[src/rtl/opll_write_queue.sv]
`default_nettype none
// ============================================================================
// Module   : opll_write_queue
// Purpose  : Buffered, paced CPU-to-OPLL register write front end. CPU writes
//            are captured at full clk rate into a small FIFO and replayed to
//            one of NUM_CHIPS OPLL cores on clkena ticks. Replay honours the
//            YM2413 address and data recovery times.
// Ports    : clk      system clock (OPLL xin)
//            reset    asynchronous, active-high
//            clkena   OPLL clock enable; all replay timing counts these ticks
//            cs_n     CPU chip select, active low
//            we_n     CPU write strobe, active low
//            a        0 = address (register pointer) write, 1 = data write
//            chip     target core
//            d        CPU write data
//            wait_n   low while the FIFO is full
//            wr       per-core data-write strobe (one clkena period long)
//            addr     per-core register pointer, core c on bits [8c+7:8c]
//            data     shared data byte
//            level    (OPLL_WQ_STATUS_EN) current FIFO occupancy
//            ovf      (OPLL_WQ_STATUS_EN) sticky drop-while-full flag
//            ovf_clr  (OPLL_WQ_STATUS_EN) clears ovf; a same-clk drop wins
// Options  : define OPLL_WQ_STATUS_EN to add the level/ovf/ovf_clr ports.
// Revision : 1.0  initial release
// ============================================================================
module opll_write_queue #(
    parameter int NUM_CHIPS = 1,
    parameter int DEPTH     = 4,
    parameter int ADDR_WAIT = 12,
    parameter int DATA_WAIT = 84
) (
    input  logic                                                   clk,
    input  logic                                                   reset,
    input  logic                                                   clkena,
    input  logic                                                   cs_n,
    input  logic                                                   we_n,
    input  logic                                                   a,
    input  logic [((NUM_CHIPS > 1) ? $clog2(NUM_CHIPS) : 1)-1:0]   chip,
    input  logic [7:0]                                             d,
    output logic                                                   wait_n,
    output logic [NUM_CHIPS-1:0]                                   wr,
    output logic [8*NUM_CHIPS-1:0]                                 addr,
    output logic [7:0]                                             data
`ifdef OPLL_WQ_STATUS_EN
    ,
    output logic [$clog2(DEPTH):0]                                 level,
    output logic                                                   ovf,
    input  logic                                                   ovf_clr
`endif
);

    localparam int CW   = (NUM_CHIPS > 1) ? $clog2(NUM_CHIPS) : 1;
    localparam int PW   = $clog2(DEPTH);
    localparam int EW   = CW + 9;          // entry = {chip, a, d}
    localparam int MAXW = (ADDR_WAIT > DATA_WAIT) ? ADDR_WAIT : DATA_WAIT;
    localparam int TW   = (MAXW > 0) ? $clog2(MAXW + 1) : 1;

    localparam logic [PW:0]   FULL_C      = (PW+1)'(DEPTH);
    localparam logic [CW:0]   NUM_CHIPS_C = (CW+1)'(NUM_CHIPS);
    localparam logic [TW-1:0] ADDR_WAIT_C = TW'(ADDR_WAIT);
    localparam logic [TW-1:0] DATA_WAIT_C = TW'(DATA_WAIT);

    typedef enum logic [0:0] {
        ST_IDLE = 1'b0,
        ST_WAIT = 1'b1
    } state_t;

    // Capture stage
    logic          strobe_q, strobe_d;
    logic          evt_q, evt_d;
    logic [EW-1:0] evt_entry_q, evt_entry_d;

    // FIFO
    logic [EW-1:0] mem_q [DEPTH];
    logic [EW-1:0] mem_d [DEPTH];
    logic [PW-1:0] wr_ptr_q, wr_ptr_d;
    logic [PW-1:0] rd_ptr_q, rd_ptr_d;
    logic [PW:0]   count_q, count_d;
    logic          wait_n_q, wait_n_d;

    // Replay
    state_t                 state_q, state_d;
    logic [TW-1:0]          cnt_q, cnt_d;
    logic [NUM_CHIPS-1:0]   wr_q, wr_d;
    logic [8*NUM_CHIPS-1:0] addr_q, addr_d;
    logic [7:0]             data_q, data_d;

    logic          w_strobe;
    logic [CW-1:0] w_evt_chip;
    logic          w_chip_ok;
    logic          w_full;
    logic          w_empty;
    logic          w_push;
    logic          w_pop;
    logic [EW-1:0] w_head;
    logic [CW-1:0] w_head_chip;
    logic          w_head_a;
    logic [7:0]    w_head_d;

    // ------------------------------------------------------------------
    // Capture: the strobe is registered once and the write fields are
    // latched alongside the edge flag, so a one-clk CPU strobe is enough.
    // strobe_q resets to "active" so a strobe still held across reset
    // release is not mistaken for a new write.
    // ------------------------------------------------------------------
    always_comb begin
        w_strobe    = ~cs_n & ~we_n;
        strobe_d    = w_strobe;
        evt_d       = w_strobe & ~strobe_q;
        evt_entry_d = {chip, a, d};
    end

    // ------------------------------------------------------------------
    // FIFO bookkeeping
    // ------------------------------------------------------------------
    always_comb begin
        w_evt_chip  = evt_entry_q[EW-1:9];
        w_chip_ok   = ({1'b0, w_evt_chip} < NUM_CHIPS_C);
        w_full      = (count_q == FULL_C);
        w_empty     = (count_q == '0);
        w_push      = evt_q & w_chip_ok & ~w_full;
        w_pop       = clkena & (state_q == ST_IDLE) & ~w_empty;
        w_head      = mem_q[rd_ptr_q];
        w_head_chip = w_head[EW-1:9];
        w_head_a    = w_head[8];
        w_head_d    = w_head[7:0];
    end

    always_comb begin
        mem_d    = mem_q;
        wr_ptr_d = wr_ptr_q;
        rd_ptr_d = rd_ptr_q;
        count_d  = count_q;
        if (w_push) begin
            mem_d[wr_ptr_q] = evt_entry_q;
            wr_ptr_d        = wr_ptr_q + PW'(1);   // DEPTH is a power of two
        end
        if (w_pop) begin
            rd_ptr_d = rd_ptr_q + PW'(1);
        end
        case ({w_push, w_pop})
            2'b10:   count_d = count_q + (PW+1)'(1);
            2'b01:   count_d = count_q - (PW+1)'(1);
            default: count_d = count_q;
        endcase
        // Computed from the next count so wait_n tracks the current count.
        wait_n_d = (count_d != FULL_C);
    end

    // ------------------------------------------------------------------
    // Replay FSM: advances only on clkena ticks.
    // ------------------------------------------------------------------
    always_comb begin
        state_d = state_q;
        cnt_d   = cnt_q;
        wr_d    = wr_q;
        addr_d  = addr_q;
        data_d  = data_q;
        if (clkena) begin
            case (state_q)
                ST_IDLE: begin
                    wr_d = '0;
                    if (!w_empty) begin
                        state_d = ST_WAIT;
                        if (w_head_a) begin
                            data_d = w_head_d;
                            cnt_d  = DATA_WAIT_C;
                        end else begin
                            cnt_d  = ADDR_WAIT_C;
                        end
                        for (int c = 0; c < NUM_CHIPS; c++) begin
                            if (w_head_chip == CW'(c)) begin
                                if (w_head_a) begin
                                    wr_d[c] = 1'b1;
                                end else begin
                                    addr_d[8*c +: 8] = w_head_d;
                                end
                            end
                        end
                    end
                end
                ST_WAIT: begin
                    // wr drops on the first tick after issue.
                    wr_d = '0;
                    if (cnt_q == '0) begin
                        state_d = ST_IDLE;
                    end else begin
                        cnt_d = cnt_q - TW'(1);
                    end
                end
                default: begin
                    state_d = ST_IDLE;
                    wr_d    = '0;
                end
            endcase
        end
    end

    always_ff @(posedge clk or posedge reset) begin
        if (reset) begin
            strobe_q    <= 1'b1;
            evt_q       <= 1'b0;
            evt_entry_q <= '0;
            mem_q       <= '{default: '0};
            wr_ptr_q    <= '0;
            rd_ptr_q    <= '0;
            count_q     <= '0;
            wait_n_q    <= 1'b1;
            state_q     <= ST_IDLE;
            cnt_q       <= '0;
            wr_q        <= '0;
            addr_q      <= '0;
            data_q      <= '0;
        end else begin
            strobe_q    <= strobe_d;
            evt_q       <= evt_d;
            evt_entry_q <= evt_entry_d;
            mem_q       <= mem_d;
            wr_ptr_q    <= wr_ptr_d;
            rd_ptr_q    <= rd_ptr_d;
            count_q     <= count_d;
            wait_n_q    <= wait_n_d;
            state_q     <= state_d;
            cnt_q       <= cnt_d;
            wr_q        <= wr_d;
            addr_q      <= addr_d;
            data_q      <= data_d;
        end
    end

    assign wait_n = wait_n_q;
    assign wr     = wr_q;
    assign addr   = addr_q;
    assign data   = data_q;

`ifdef OPLL_WQ_STATUS_EN
    // ------------------------------------------------------------------
    // Status: occupancy and sticky overflow. A drop in the same clk as
    // ovf_clr leaves the flag set.
    // ------------------------------------------------------------------
    logic ovf_q, ovf_d;
    logic w_drop;

    always_comb begin
        w_drop = evt_q & w_chip_ok & w_full;
        ovf_d  = ovf_q;
        if (ovf_clr) begin
            ovf_d = 1'b0;
        end
        if (w_drop) begin
            ovf_d = 1'b1;
        end
    end

    always_ff @(posedge clk or posedge reset) begin
        if (reset) begin
            ovf_q <= 1'b0;
        end else begin
            ovf_q <= ovf_d;
        end
    end

    assign level = count_q;
    assign ovf   = ovf_q;
`endif

endmodule
`default_nettype wire

[config.mk]
export PLATFORM = sky130hd
export DESIGN_NAME = opll_write_queue
export DESIGN_NICKNAME = d
export VERILOG_FILES = /design/src/rtl/opll_write_queue.sv
export SDC_FILE = /design/constraint.sdc
export NUM_CORES = 1
export LEC_CHECK = 0
export ABC_AREA = 1
export BUFFER_PORTS_ARGS = -buffer_cell sky130_fd_sc_hd__buf_4
export CAP_MARGIN = 20
export CORE_MARGIN = 2
export CORE_UTILIZATION = 55
export CTS_CLUSTER_SIZE = 12
export DETAILED_ROUTE_END_ITERATION = 10
export PLACE_DENSITY = 0.72
export SETUP_SLACK_MARGIN = 0.5
export SYNTH_ARGS = -nofsm -noshare
export SYNTH_HDL_FRONTEND = slang
export SYNTH_SLANG_ARGS = --single-unit
[constraint.sdc]
create_clock -name clk -period 3.3 [get_ports clk]
set_clock_uncertainty 0.2 [all_clocks]
set_input_delay 0.66 -clock clk [delete_from_list [all_inputs] [get_ports clk]]
set_output_delay 0.66 -clock clk [all_outputs]
set_load 0.05 [all_outputs]
==> summary.md, run 1 <==
| Metric | Value |
|---|---|
| Outcome | `complete, no violations` |
| Initial Util | `56.4%` |
| Met3 routed WL | `about 320 µm` |
| Max VDD drop | `0.313 mV` |
| Worst Path Arrival | `2370 ps` |
| Syn_nets | `approximately 430` |
| CTS Buf Count | `9` |
| Site Rows | `30` |
| Worst-path cell chain | `inv_2 > nand2_2 > a21oi_4 > ha_1 > inv_1 > fa_1 > a21oi_1 > o21ai_0 > xor2_1 > nand2_1` |
| WS Path Type | `reg2reg` |
| CP Launch Type | `flip-flop` |
| Hold Buf Count CTS | `0` |
| DR WL met2 | `around 2900 µm` |
| CP max-delay cell | `dfrtp_1` |
| Detail-routed via count per cell | `around 5.1` |
| Inserted Diodes | `0` |
| Register-to-Register Path Depth | `10` |
| Gr ovfl total | `0` |
| Crit Reg-Reg Endpoint | `wait_n$_DFF_PP1_` |
| Finish-stage setup viols | `0` |
| RSZ-0062 raised after global routing | `no` |
| Skew-Pair Late Insertion Delay | `approximately 350 ps` |
| Post-route ant nets | `0` |
| Worst hold path class | `in2async` |
| Die W | `87.2 µm` |
| Hold Slack | `203 ps` |
| Placer congestion estimate | `around 0.86` |
| Max layer used | `met4` |
| Via count | `~2,700` |
| Commonest non-fill, non-tap cell in the layout | `nand2_1` |
| Largest net degree at the start of global routing | `between 80 and 90` |
| Tot GR Track Use | `20.2%` |
| Vias in the first global route | `2,511` |
| Final period util | `69.7%` |
| Final Max Tran Viols | `0` |
| R2r setup slk | `between 1000 and 1500 ps` |
| Routed length on met1 | `approximately 3500 µm` |
| P per Cell Area | `approximately 1000 nW/µm²` |
| Setup TNS | `0 ps` |
| DRT Pass-1 Iters | `4` |
| Number of flops mapped to enable cells by yosys | `0` |
| Root Driver | `clkbuf_8` |
| CTS tree | `yes` |
| Post-layout min period | `2300 ps` |
| Sequential power share | `roughly two fifths` |
| Yosys warns | `0` |
| Worst Path Buf+Inv | `2` |
| H-tree depth | `3` |
| Register area share after synthesis | `55.9%` |
| # DRC | `0` |
| Clk slew on worst S/H paths | `around 80 ps` |
| Antenna violations before repair | `0` |
| Clock power frac | `19.6%` |
| Layout area overhead | `13.5%` |
| Core area | `a little under 7000 µm²` |
| Delay-heaviest family, CP | `adder cells` |
| Worst-Margin Slew | `about 470 ps` |
| Total Routed Length | `6780 µm` |
| Detailed placement HPWL | `4580 µm` |
| Final nets | `464` |
| Max transition margin | `68.8%` |
| DR iter-0 viols | `between 150 and 200` |
| Cell variety after synth | `34` |
| Net switching power | `between 1500 and 2000 µW` |
| Top fanout value on the critical path | `6` |
| Leak | `~0.0022 µW` |
| # port buffers | `32` |
| Setup Buffers After CTS | `0` |
| Die Height | `between 80 and 90 µm` |
| Share of post-route cells with drive strength above 1 | `a little under a fifth` |
| Post-synth top flop | `dfrtp_1` |
| Synthesized flop and latch total | `85` |
| Post-synth ARST share | `between 90% and 100%` |
| Switching share of power | `a little over two fifths` |
| Syn avg cell area | `9.33 µm²` |
| CP max stage delay | `~440 ps` |
| P_int | `about 2500 µW` |
| Wire length per cell | `12.9 µm` |
| CP Capture Type | `flip-flop` |
| Fmax | `roughly 430 MHz` |
| Critical Path RT | `between 3000 and 4000 ps` |
| CTS Buffer Depth | `2` |
| Max cap viols | `0` |
| Gate power share | `between 40% and 50%` |
| Leading cell types in the layout, fill and taps excluded | `nand2_1 (143), dfrtp_1 (83), inv_1 (37), buf_4 (33), nor2_1 (17)` |
| Clock sinks | `85` |
| Final Hold Viols | `0` |
| Synthesized area | `3810 µm²` |
| Die area | `7600 µm²` |
| First-pass GRT wire length | `12,000 µm` |
| Post-CTS Resized | `0` |
| Reg2reg start | `state_q$_DFFE_PP0P_` |
| Cell count after synthesis | `roughly 400` |
| Ports | `33` |
## tightest hold or removal path: stages
cell and delay (ps):
buf_4 120, clkinvlp_4 70, buf_12 320
## kinds of logic (layout without fill, tap and decap cells)
| group | after synthesis | after routing | synth area share (%) |
|---|---|---|---|
| AOI/OAI and AO/OA | 62 | 62 | 10.6 |
| xor gates and xnor gates | 5 | 5 | 1.15 |
| adders and majority gates | 8 | 8 | 2.83 |
| buffers and inverters | 58 | 96 | 7.26 |
| DFF | 85 | 85 | 55.9 |
| and+or+nand+nor | 190 | 190 | 22.2 |
## cell type report
cell class	instances	area, µm²
Fill cell	562	2430
Sequential cell	85	2130
Multi-Input combinational cell	265	1400
Timing Repair Buffer	34	268
Inverter	46	184
Clock buffer	10	128
Clock inverter	6	111
Tap cell	80	100
## stage by stage
step	setup slack (ps)	utilization, %	area [µm²]	power (µW)	instances
2_1_floorplan	1110	-	3810	3130	408
3_3_place_gp	887	60.4	4080	3480	510
3_5_place_dp	759	60.4	4080	3540	510
4_1_cts	989	64.0	4320	4410	526
5_1_grt	913	64.0	4320	4700	526
6_report	1000	64.0	4320	4380	526
## worst max path at each step
stage | from | endpoint | slack (ps) | cells past startpoint
floorplan | clkena | wait_n$_DFF_PP1_ | 1110 | 9
global placement | clkena | wait_n$_DFF_PP1_ | 890 | 10
detailed placement | clkena | wait_n$_DFF_PP1_ | 760 | 10
CTS | state_q$_DFFE_PP0P_ | wait_n$_DFF_PP1_ | 990 | 10
global route | state_q$_DFFE_PP0P_ | wait_n$_DFF_PP1_ | 910 | 10
finish | state_q$_DFFE_PP0P_ | wait_n$_DFF_PP1_ | 1000 | 10
## registers in the layout (all words and copies together) (netlist names), 2 cells and up
signal	count
addr	8
cnt_q	7
count_q	3
data	8
evt_entry_q	10
mem_q	40
rd_ptr_q	2
wr_ptr_q	2
## synth_stat cells, types with 6 or more instances
cell,count,area share (%)
nor2_1,17,1.7
dfrtp_1,83,55
o21ai_1,14,1.8
o21ai_0,10,1.3
nand3_1,10,1.3
a21oi_1,9,1.2
o211ai_1,16,3.2
inv_1,38,3.7
nand2_1,143,14
o21ai_2,10,2.3
ha_1,7,2.3
nand2_2,6,0.99
## layer usage
layer / vias up / GRT usage, %
met5: - / 0
met4: 0 / 8.25
met3: 13 / 3.22
met2: 67 / 28.7
met1: 1241 / 30.9
li1: 1355 / -
## power by group through the flow
stage               combinational [µW]  sequential, µW  clock [µW]
global placement                  1790            1690           0
CTS                               1850            1680         876
global route                      2040            1730         925
detailed placement                1830            1700           0
floorplan                         1160            1970           0
finish                            1840            1680         860
No activity file was read; power rests on OpenSTA's default activity.
==> inputs of run 2 (changes only) <==
==> constraint.sdc (replaced) <==
create_clock -name clk -period 2.2 [get_ports clk]
set_clock_uncertainty 0.2 [all_clocks]
set_input_delay 0.44 -clock clk [delete_from_list [all_inputs] [get_ports clk]]
set_output_delay 0.44 -clock clk [all_outputs]
set_load 0.05 [all_outputs]
==> summary.md, run 2 (synthesis results as in run 1) <==
| Metric | Value |
|---|---|
| Layout area overhead | `22.9%` |
| DRT Pass-1 Iters | `4` |
| Clock sinks | `85` |
| Final Hold Viols | `0` |
| Initial Util | `a little under three fifths` |
| WS Path Type | `reg2reg` |
| Fmax | `~500 MHz` |
| Max cap viols | `0` |
| CTS Buffer Depth | `2` |
| CP Capture Type | `flip-flop` |
| CTS tree | `yes` |
| Final Max Tran Viols | `0` |
| Tot GR Track Use | `a little over a fifth` |
| Site Rows | `30` |
| Commonest non-fill, non-tap cell in the layout | `nand2_1` |
| Share of post-route cells with drive strength above 1 | `between 20% and 30%` |
| Leak | `between 0.002 and 0.0025 µW` |
| Worst-Margin Slew | `around 550 ps` |
| Switching share of power | `between 40% and 50%` |
| P per Cell Area | `about 1400 nW/µm²` |
| Hold path depth | `2` |
| Final nets | `~500` |
| Max transition margin | `a little over three fifths` |
| Largest Register | `mem_q` |
| Max VDD drop | `about 0.62 mV` |
| Net switching power | `approximately 3000 µW` |
| P_int | `around 3800 µW` |
| Clk slew on worst S/H paths | `~80 ps` |
| R2r setup slk | `220 ps` |
| Placer congestion estimate | `between 0.8 and 0.9` |
| Vias in the first global route | `2,731` |
| Sequential power share | `between 30 and 40%` |
| # DRC | `0` |
| Register-to-Register Path Depth | `10` |
| Die W | `between 80 and 90 µm` |
| Core area | `6760 µm²` |
| Largest net degree at the start of global routing | `between 40 and 50` |
| Total Routed Length | `7530 µm` |
| Area of the multi-input gates | `1470 µm²` |
| Finish-stage setup viols | `0` |
| Die area | `around 7600 µm²` |
| Detailed placement HPWL | `between 4000 and 5000 µm` |
| # port buffers | `32` |
| DR iter-0 viols | `161` |
| Worst hold path class | `in2reg` |
| Worst-case hold path end point | `evt_q$_DFF_PP0_` |
| H-tree depth | `3` |
| Die Height | `87.2 µm` |
| Worst Setup SP | `count_q[0]$_DFF_PP0_` |
| Storage cell area | `2130 µm²` |
| Skew-Pair Late Insertion Delay | `around 360 ps` |
| Via count | `about 2,800` |
| Post-route ant nets | `0` |
| Worst Path Arrival | `2070 ps` |
| Wire length per cell | `between 10 and 15 µm` |
| Detail-routed via count per cell | `roughly 5.0` |
| Final period util | `between 90% and 100%` |
| Critical Path RT | `around 2300 ps` |
| Clock power frac | `around 15%` |
| Antenna violations before repair | `0` |
| RSZ-0062 raised after global routing | `yes` |
| Gr ovfl total | `0` |
| CTS Buf Count | `9` |
| CP Launch Type | `flip-flop` |
| Worst hold start | `we_n` |
| Setup TNS | `0 ps` |
| Gate power share | `roughly 48%` |
| Outcome | `complete, no violations` |
| Leading cell types in the layout, fill and taps excluded | `nand2_1 (139), dfrtp_1 (82), buf_4 (54), inv_1 (33), nor2_1 (17)` |
| Ports | `33` |
| Max reg flops | `40` |
| Final core occ | `between 60% and 70%` |
| Top fanout value on the critical path | `2` |
| Root Driver | `clkbuf_8` |
| Inserted Diodes | `0` |
| First-pass GRT wire length | `12,800 µm` |
| Crit Reg-Reg Endpoint | `wait_n$_DFF_PP1_` |
| Total Power | `a little under 7000 µW` |
| Reg2reg start | `count_q[0]$_DFF_PP0_` |
| Post-layout min period | `1980 ps` |
| Fill cell count | `~520` |
| Top Registers | `mem_q: 40 flops, evt_entry_q: 10 flops` |
[run 2: cell type report]
cell class / count / area share [%]
clock buffer: 9 / 2.65
clock inverter: 6 / 1.04
inverter: 46 / 4.06
multi-input combinational: 266 / 31.3
sequential: 85 / 45.5
tap: 80 / 2.14
timing repair buffer: 72 / 13.1
timing repair inverter: 1 / 0.160
[run 2: metal layers]
| metal | share of wire, % | routed length [µm] | vias up | global-route usage (%) |
|---|---|---|---|---|
| met1 | 48 | 3630 | 1330 | 31.9 |
| li1 | - | - | 1440 | - |
| met5 | 0 | 0 | - | 0 |
| met2 | 46 | 3480 | 53 | 32.5 |
| met4 | 1.6 | 120 | 0 | 8.81 |
| met3 | 3.9 | 294 | 9 | 3.79 |
[run 2: how the worst max path moves through the flow]
stage	to	slack [ps]
floorplan	wait_n$_DFF_PP1_	180
global placement	wait_n$_DFF_PP1_	150
detailed placement	wait_n$_DFF_PP1_	130
CTS	wait_n$_DFF_PP1_	200
global route	wait_n$_DFF_PP1_	110
finish	wait_n$_DFF_PP1_	220
[run 2: timing repair]
action / 4_1_cts / 5_1_grt
setup buffers: 5 / 13
cloned: 1 / 1
pin swaps: 3 / 5
resized for setup: 9 / 17
hold endpoints to repair: 31 / 0
hold buffers: 13 / 0
endpoints found under the setup margin: 17 / 43
[run 2: power groups by stage]
stage | Sequential [µW] | Clock [µW] | Combinational [µW]
3_3_place_gp | 2530 | 0 | 2760
4_1_cts | 2510 | 1020 | 3020
6_report | 2510 | 990 | 3230
5_1_grt | 2590 | 1100 | 3590
2_1_floorplan | 2950 | 0 | 1750
3_5_place_dp | 2550 | 0 | 2840
[run 2: metrics by stage]
stage	cell area [µm²]	hold slack, ps	setup slack (ps)	instances
detailed placement	4150	254	125	517
global placement	4150	253	150	517
floorplan	3820	236	179	408
finish	4680	54.3	216	565
global route	4680	40.2	109	565
CTS	4530	38.3	205	551
[run 2: worst max-delay path, cell delays in order (launching register included)]
cell and delay [ps]:
dfrtp_1 410, nor2_4 60, buf_6 120, a21oi_4 140
ha_4 150, inv_2 40, fa_2 340, a21oi_2 120
o21ai_1 80, xor2_1 190, nand2_1 70
==> inputs of run 3 (changes only) <==
--- a/config.mk
+++ b/config.mk
@@ -12,7 +12,7 @@
 export CORE_UTILIZATION = 55
 export CTS_CLUSTER_SIZE = 12
 export DETAILED_ROUTE_END_ITERATION = 10
-export PLACE_DENSITY = 0.72
+export PLACE_DENSITY = 0.83
 export SETUP_SLACK_MARGIN = 0.5
 export SYNTH_ARGS = -nofsm -noshare
 export SYNTH_HDL_FRONTEND = slang
==> summary.md, run 3 (synthesis results as in run 1) <==
| Metric | Value |
|---|---|
| Inserted Diodes | `0` |
| Post-route ant nets | `0` |
| Final nets | `about 500` |
| Initial Util | `56.4%` |
| Fill cell count | `approximately 500` |
| CTS Buf Count | `9` |
| Clock power frac | `15.8%` |
| CP Capture Type | `flip-flop` |
| CP Launch Type | `flip-flop` |
| Wire length per cell | `about 15 µm` |
| # DRC | `0` |
| Die W | `about 87 µm` |
| P_int | `3800 µW` |
| Max transition margin | `between 60% and 70%` |
| Placer congestion estimate | `about 0.86` |
| Share of post-route cells with drive strength above 1 | `25.6%` |
| Gate power share | `47.3%` |
| Detailed placement HPWL | `5140 µm` |
| P per Cell Area | `1460 nW/µm²` |
| H-tree depth | `3` |
| Worst-Margin Slew | `roughly 540 ps` |
| Leak | `between 0.002 and 0.0025 µW` |
| Max cap viols | `0` |
| Worst Path Arrival | `2160 ps` |
| Sequential power share | `37.0%` |
| Antenna violations before repair | `0` |
| Net switching power | `between 3000 and 4000 µW` |
| Largest Register | `mem_q` |
| WS Path Type | `reg2reg` |
| Outcome | `complete, no violations` |
| Detail-routed via count per cell | `5.28` |
| Final Max Tran Viols | `0` |
| Top Registers | `mem_q: 40 flops, evt_entry_q: 10 flops` |
| Final Hold Viols | `0` |
| Tot GR Track Use | `between 20 and 25%` |
| DR iter-0 viols | `approximately 250` |
| Die Height | `slightly below 90 µm` |
| Vias in the first global route | `between 2,000 and 3,000` |
| Placed cells | `roughly 520` |
| Clock sinks | `between 80 and 90` |
| Commonest non-fill, non-tap cell in the layout | `nand2_1` |
| CTS tree | `yes` |
| Gr ovfl total | `0` |
| Die area | `between 7000 and 8000 µm²` |
| Via count | `2,935` |
| Core area | `between 6000 and 7000 µm²` |
| Largest net degree at the start of global routing | `42` |
| Leading cell types in the layout, fill and taps excluded | `nand2_1 (135), dfrtp_1 (81), buf_4 (42), inv_1 (34), nor2_1 (17)` |
| Top fanout value on the critical path | `3` |
| Setup TNS | `0 ps` |
| Critical Path RT | `roughly 2300 ps` |
| Final period util | `94.1%` |
| Clk slew on worst S/H paths | `around 80 ps` |
| Fmax | `just under 500 MHz` |
| Ports | `33` |
| Max reg flops | `40` |
| Layout area overhead | `23.0%` |
| CTS Buffer Depth | `2` |
| Site Rows | `30` |
| Post-layout min period | `~2100 ps` |
| # port buffers | `32` |
| Worst hold path class | `in2reg` |
| Switching share of power | `44.4%` |
| Skew-Pair Late Insertion Delay | `between 300 and 400 ps` |
| RSZ-0062 raised after global routing | `yes` |
| Max VDD drop | `~0.65 mV` |
| Post-Layout Cell Count | `about 560` |
| Total Power | `6840 µW` |
| First-pass GRT wire length | `~13,000 µm` |
| Root Driver | `clkbuf_8` |
| Finish-stage setup viols | `0` |
| Total Routed Length | `8170 µm` |
| DRT Pass-1 Iters | `4` |
==> run 3: changes by cell type in the layout (fill, tap and decap cells not counted), sizes merged <==
| cell | change |
|---|---|
| buf | -10 |
| bufinv | +1 |
| clkbuf | +1 |
| clkinv | +1 |
| dlygate4sd3 | -1 |
| inv | -2 |
| nor2 | +1 |
==> run 3: timing repair <==
action                                 4_1_cts  5_1_grt
hold buffers                                12        0
cloned                                       1        3
pin swaps                                    3        9
endpoints found under the hold margin       32        0
resized for setup                            7       31
setup buffers                                5        4
setup endpoints to repair                   13       45
==> run 3: metal layers <==
layer,share of wire (%),vias to the layer above,global-route usage [%]
li1,-,1415,-
met1,45,1439,30.7
met2,49,66,34.1
met3,3.9,15,4.83
met4,1.9,0,6.99
met5,0,-,0
==> run 3: power groups by stage <==
stage	Combinational [µW]	Clock, µW	Sequential, µW
CTS	3060	1090	2500
finish	3240	1080	2530
global placement	2740	0	2510
global route	3520	1170	2590
detailed placement	2860	0	2540
floorplan	1750	0	2950
==> run 3: area by class of cell <==
cell class / count / area (µm²) / area share [%]
clock buffers: 10 / 128 / 2.72
clock inverters: 5 / 60.1 / 1.28
inverters: 46 / 204 / 4.35
multi-input cells: 267 / 1510 / 32.2
flip-flops and latches: 85 / 2130 / 45.5
well taps: 80 / 100 / 2.14
repair buffers: 61 / 536 / 11.4
repair inverters: 2 / 15.0 / 0.321
==> run 3: final timing paths <==
path,start,to,slack [ps],cells past startpoint
hold reg to reg,addr[2]$_DFFE_PP0P_,addr[2]$_DFFE_PP0P_,290,2
setup / recovery,count_q[1]$_DFF_PP0_,wait_n$_DFF_PP1_,130,10
min in group asynchronous,reset,addr[6]$_DFFE_PP0P_,490,3
hold / removal,we_n,strobe_q$_DFF_PP1_,30,2
setup reg to reg,count_q[1]$_DFF_PP0_,wait_n$_DFF_PP1_,130,10
max in group asynchronous,reset,rd_ptr_q[0]$_DFFE_PP0P_,730,4
==> run 3: critical path, cell delays in order, from the launching register on <==
cell and delay [ps]:
dfrtp_2 450, nor2_4 180, nand2_2 90, nand3_4 80, ha_4 140, inv_4 40
fa_2 340, a21oi_2 130, o21ai_1 80, xor2_1 200, nand2_1 70
==> run 3: through the flow <==
stage	instance area (µm²)	utilization (%)	worst slack, ps	hold slack, ps
6_report	4680	69.3	129	27.3
5_1_grt	4680	69.3	34.9	14.9
4_1_cts	4530	67.0	206	2.19
3_5_place_dp	4150	61.4	113	265
3_3_place_gp	4150	61.4	153	252
2_1_floorplan	3820	-	179	236
